[src/rtl/dmem_arb_pkg.sv]
// dmem_arb_pkg: shared read-owner encoding and default starvation limit for the dmem arbiter.
package dmem_arb_pkg;
  typedef enum logic [1:0] {
    OWN_NONE = 2'd0,
    OWN_CPU  = 2'd1,
    OWN_DMA  = 2'd2
  } rd_owner_e;
  localparam int STARVE_MAX_DEFAULT = 4;
endpackage

[src/rtl/dmem_arb_starve_ctr.sv]
// dmem_arb_starve_ctr: counts consecutive cycles the DMA loses to the CPU, saturating at STARVE_MAX.
module dmem_arb_starve_ctr
  import dmem_arb_pkg::*;
#(
  parameter int STARVE_MAX = STARVE_MAX_DEFAULT,
  localparam int CW = $clog2(STARVE_MAX + 1)
) (
  input  logic          clk,
  input  logic          rst_n,
  input  logic          dma_req_i,
  input  logic          cpu_gnt_i,
  input  logic          dma_gnt_i,
  input  logic          hold_i,
  output logic          force_dma_o,
  output logic [CW-1:0] cnt_o
);
  logic [CW-1:0] cnt_q, cnt_d;
  always_comb begin
    cnt_d = (hold_i || !dma_req_i || dma_gnt_i) ? '0
          : (cpu_gnt_i && cnt_q != CW'(STARVE_MAX)) ? cnt_q + CW'(1)
          : cnt_q;
  end
  always_ff @(posedge clk or negedge rst_n) begin
    if (!rst_n) cnt_q <= '0;
    else        cnt_q <= cnt_d;
  end
  assign force_dma_o = (cnt_q == CW'(STARVE_MAX));
  assign cnt_o       = cnt_q;
endmodule

[src/rtl/dmem_arbiter.sv]
// dmem_arbiter: CPU-priority arbiter for the shared sync-read data memory with DMA starvation relief.
// Optional DMEM_ARB_LOCK_EN adds dma_lock for atomic DMA bursts.
module dmem_arbiter
  import dmem_arb_pkg::*;
#(
  parameter int AW         = 32,
  parameter int DW         = 32,
  parameter int STARVE_MAX = STARVE_MAX_DEFAULT
) (
  input  logic          clk,
  input  logic          rst_n,
  input  logic          cpu_req,
  input  logic          cpu_we,
  input  logic [AW-1:0] cpu_addr,
  input  logic [DW-1:0] cpu_wdata,
  output logic          cpu_gnt,
  output logic          cpu_rvalid,
  output logic [DW-1:0] cpu_rdata,
  input  logic          dma_req,
  input  logic          dma_we,
  input  logic [AW-1:0] dma_addr,
  input  logic [DW-1:0] dma_wdata,
`ifdef DMEM_ARB_LOCK_EN
  input  logic          dma_lock,
`endif
  output logic          dma_gnt,
  output logic          dma_rvalid,
  output logic [DW-1:0] dma_rdata,
  output logic          mem_en,
  output logic          mem_we,
  output logic [AW-1:0] mem_addr,
  output logic [DW-1:0] mem_wdata,
  input  logic [DW-1:0] mem_rdata
);
  localparam int CW = $clog2(STARVE_MAX + 1);
  logic          force_dma;
  logic          lock;
  logic [CW-1:0] starve_cnt;
  rd_owner_e     rd_owner_q, rd_owner_d;
`ifdef DMEM_ARB_LOCK_EN
  logic lock_q, lock_d;
  // Lock persists only while the DMA keeps winning with dma_lock high.
  assign lock_d = dma_gnt && dma_lock;
  always_ff @(posedge clk or negedge rst_n) begin
    if (!rst_n) lock_q <= 1'b0;
    else        lock_q <= lock_d;
  end
  assign lock = lock_q;
`else
  assign lock = 1'b0;
`endif
  assign cpu_gnt = rst_n && cpu_req && !lock && !(dma_req && force_dma);
  assign dma_gnt = rst_n && dma_req && !cpu_gnt;
  dmem_arb_starve_ctr #(.STARVE_MAX(STARVE_MAX)) u_starve (
    .clk        (clk),
    .rst_n      (rst_n),
    .dma_req_i  (dma_req),
    .cpu_gnt_i  (cpu_gnt),
    .dma_gnt_i  (dma_gnt),
    .hold_i     (lock),
    .force_dma_o(force_dma),
    .cnt_o      (starve_cnt)
  );
  always_comb begin
    mem_en    = cpu_gnt || dma_gnt;
    mem_we    = cpu_gnt ? cpu_we    : dma_gnt ? dma_we    : 1'b0;
    mem_addr  = cpu_gnt ? cpu_addr  : dma_gnt ? dma_addr  : '0;
    mem_wdata = cpu_gnt ? cpu_wdata : dma_gnt ? dma_wdata : '0;
    rd_owner_d = (cpu_gnt && !cpu_we) ? OWN_CPU
               : (dma_gnt && !dma_we) ? OWN_DMA
               : OWN_NONE;
  end
  always_ff @(posedge clk or negedge rst_n) begin
    if (!rst_n) rd_owner_q <= OWN_NONE;
    else        rd_owner_q <= rd_owner_d;
  end
  assign cpu_rvalid = (rd_owner_q == OWN_CPU);
  assign dma_rvalid = (rd_owner_q == OWN_DMA);
  assign cpu_rdata  = cpu_rvalid ? mem_rdata : '0;
  assign dma_rdata  = dma_rvalid ? mem_rdata : '0;
endmodule

[config.mk]
export PLATFORM = sky130hd
export DESIGN_NAME = dmem_arbiter
export DESIGN_NICKNAME = d
export VERILOG_FILES = /design/src/rtl/dmem_arb_pkg.sv /design/src/rtl/dmem_arb_starve_ctr.sv /design/src/rtl/dmem_arbiter.sv
export SDC_FILE = /design/constraint.sdc
export NUM_CORES = 1
export LEC_CHECK = 0
export CAP_MARGIN = 20
export CORE_AREA = 4 4 114 116
export DETAILED_ROUTE_END_ITERATION = 10
export DIE_AREA = 0 0 118 120
export GPL_ROUTABILITY_DRIVEN = 0
export PLACE_DENSITY = 0.66
export SYNTH_ARGS = -nofsm -noshare
export SYNTH_HDL_FRONTEND = slang
export SYNTH_SLANG_ARGS = --single-unit
[constraint.sdc]
create_clock -name clk -period 4.55 [get_ports clk]
set_input_delay 0.455 -clock clk [delete_from_list [all_inputs] [get_ports clk]]
set_output_delay 0.455 -clock clk [all_outputs]
set_load 0.01 [all_outputs]
==> summary.md <==
| Metric | Value |
|---|---|
| Vias per Instance | `4.17` |
| Met2 global-route usage | `0.263` |
| Die width | `118 um` |
| Total setup buffers inserted after CTS | `0` |
| Initial antenna violation count | `0` |
| First-pass GRT wire length | `15200 um` |
| Final Setup Violations | `0` |
| Critical-path cell with the highest stage delay | `clkdlybuf4s50_1` |
| FF-to-FF path depth | `4` |
| Kind of critical path | `input pin to primary output` |
| Critical Path Sink Type | `primary output` |
| Clock latency on the worst-skew pair | `0.23 ns` |
| Vias | `2562` |
| IO Port Bufs | `299` |
| Total gr overflow | `0` |
| Run status | `complete, no violations` |
| DR DRC count | `0` |
| Synth warn | `0` |
| Worst-path clk slew | `0.03 ns` |
| Slew @ Worst Pin | `0.527 ns` |
| Antenna Cells | `0` |
| Final setup TNS | `0 ns` |
| Clk_skew | `0.000764 ns` |
| Peak Freq | `0.293 GHz` |
| Area Growth Syn to Fin | `230%` |
| Arr. time, crit path | `2.96 ns` |
| Final Cycle Share | `0.750` |
| Fillers | `1220` |
| Cell Pwr Density | `119 mW/mm^2` |
| RSZ-0062 raised after global routing | `false` |
| Num Clock Sinks | `5` |
| Worst Hold Class | `input pin to asynchronous set/reset pin` |
| R2R setup slack | `3.11 ns` |
| Post-CTS sizing | `0` |
| Initial drt markers | `55` |
| R2R Path End | `rd_owner_q[0]` |
| # IOs | `300` |
| Hold buffers post-CTS | `0` |
| Slew headroom | `0.649` |
| HPWL after detailed placement | `9320 um` |
| Placement Rows | `40` |
| Clock H-tree levels | `1` |
| Final min period | `3.41 ns` |
| CP cell instances | `clkdlybuf4s50_1, nand2_1, a31oi_4, buf_12, a22o_1, clkdlybuf4s50_1` |
| CP most frequent cell | `clkdlybuf4s50_1` |
| Routing usage on met3 | `0.0509` |
| Gate Count Post-Synth | `181` |
| Leak | `0.00174 uW` |
| #FFs+latches synth | `5` |
| Mapped Nets | `349` |
| Layout cell share with drive strength beyond 1 | `0.0192` |
| Number of global-route vias before repair | `2728` |
| Full die area | `0.0142 sq mm` |
| Max Slew Vio Count | `0` |
| Final nets | `637` |
| Most Crowded Layer GR | `met2` |
| Max FO, Critical Path | `51` |
| Placed cell count | `611` |
| Final hold viol count | `0` |
| Met1 Use GR | `0.131` |
| Final WL | `10400 um` |
| Worst VDD drop | `0.0940 mV` |
| Synthesized area | `0.00140 sq mm` |
| Clock root buffer master | `clkbuf_16` |
| Final cell count without fillers | `615` |
| TritonCTS buffer count | `3` |
| Die Y | `120 um` |
| Pin count of the biggest net entering global routing | `66` |
| Wire per inst | `16.8 um` |
| Core Region | `0.0119 sq mm` |
| Number of max-cap violations | `0` |
| Critical path data required time | `4.09 ns` |
| Synthesized area per cell | `7.71 sq um` |
| Post-route ant nets | `0` |
| All-Layer GR Usage | `0.133` |
| CTS tree | `done` |
| Starting density of the core | `0.117` |
| Reg-to-Reg Start | `u_starve.cnt_o[0]` |
| Max Root-Sink Buffers | `2` |
| Netlist cell types | `22` |
| CP peak stage delay | `0.75 ns` |
| Critical Path Start Type | `input pin` |
| DRT Pass-1 Iters | `4` |
| Sequential-to-total area share from yosys stat | `0.0897` |
## where the power goes
part,total (uW),switching (uW),leakage (uW),internal [uW]
logic,354,113,0.00163,240
registers,46.8,0.801,0.0000684,46.0
clock network,146,29.7,0.0000382,116
total,546,144,0.00174,402
## metal layers
metal	up-vias	wire [um]	part of all wire
met3	10	1050	0.10
met5	-	0	0
met2	171	5560	0.54
li1	1240	-	-
met4	0	145	0.014
met1	1141	3600	0.35
## cell type report
type                       count  area [sq um]  share of cell area
clock buffer                   4          78.8              0.0171
inverter                       3          11.3             0.00245
sequential                     5           125              0.0272
multi-input combinational    153          1150               0.250
tap                          147           184              0.0400
timing repair buffer         303          3050               0.663
## flip-flops by register name, indices dropped and copies added, names as in the netlist
signal	count
u_starve.cnt_o	3
rd_owner_q	2
## Yosys cell counts
cell type / n / area (sq um)
a22o_1: 64 / 561
and2_1: 64 / 400
clkbuf_1: 7 / 26.3
buf_4: 5 / 37.5
dfrtp_1: 5 / 125
buf_2: 4 / 20.0
buf_6: 4 / 45.0
nand2_1: 4 / 15.0
nor2b_1: 4 / 25.0
inv_1: 3 / 11.3
nor2_1: 3 / 11.3
a21boi_0: 2 / 15.0
ha_1: 2 / 25.0
nor3b_1: 2 / 15.0
a21oi_1: 1 / 5.00
a31oi_2: 1 / 12.5
and3_1: 1 / 6.26
mux2_1: 1 / 11.3
nand4_1: 1 / 6.26
nand4b_1: 1 / 8.76
o21a_1: 1 / 7.51
o21ai_0: 1 / 5.00
## per-stage QoR
step | total power [uW] | util | setup WS [ns] | instance area [sq um] | hold WS, ns
after global placement | 402 | 0.379 | 1.18 | 4520 | 0.550
after CTS | 554 | 0.386 | 1.14 | 4600 | 0.544
after detailed placement | 405 | 0.379 | 1.14 | 4520 | 0.566
after floorplan | 144 | - | 2.68 | 1400 | 0.159
final | 546 | 0.386 | 1.14 | 4600 | 0.546
after global routing | 573 | 0.386 | 0.969 | 4600 | 0.567
## worst max-delay path: cells and delay by family
family / cells / cell delay (ns)
simple gates: 1 / 0.19
compound gates: 2 / 0.67
buf+inv: 3 / 1.61
## how the worst max path moves through the flow
| stage | start | end | slack, ns | cells past startpoint |
|---|---|---|---|---|
| after floorplan | u_starve.cnt_o[0] | mem_addr[10] | 2.68 | 6 |
| after global placement | rst_n | mem_addr[26] | 1.18 | 6 |
| after detailed placement | rst_n | mem_wdata[20] | 1.14 | 6 |
| after CTS | rst_n | mem_addr[29] | 1.14 | 6 |
| after global routing | rst_n | mem_addr[3] | 0.97 | 6 |
| final | rst_n | mem_addr[29] | 1.14 | 6 |
## logic make-up after synthesis
logic type                 after synthesis  share of synthesized area
buffers and inverters                   23                      0.100
muxes                                    1                    0.00807
AOI/OAI and AO/OA                       70                      0.434
adders and majority gates                2                     0.0179
DFF                                      5                     0.0897
and+or+nand+nor                         80                      0.350
## cell usage in the layout, fill, tap and decap left out, drive strengths merged, types with 2 or more instances in the layout
master / synthesis / layout
nor3b: 2 / 2
nor2: 3 / 3
a22o: 64 / 64
dfrtp: 5 / 5
clkbuf: 7 / 4
inv: 3 / 3
clkdlybuf4s50: 0 / 299
buf: 13 / 4
ha: 2 / 2
nand2: 4 / 4
nor2b: 4 / 4
a21boi: 2 / 2
and2: 64 / 64
No activity file was read; power rests on OpenSTA's default activity.
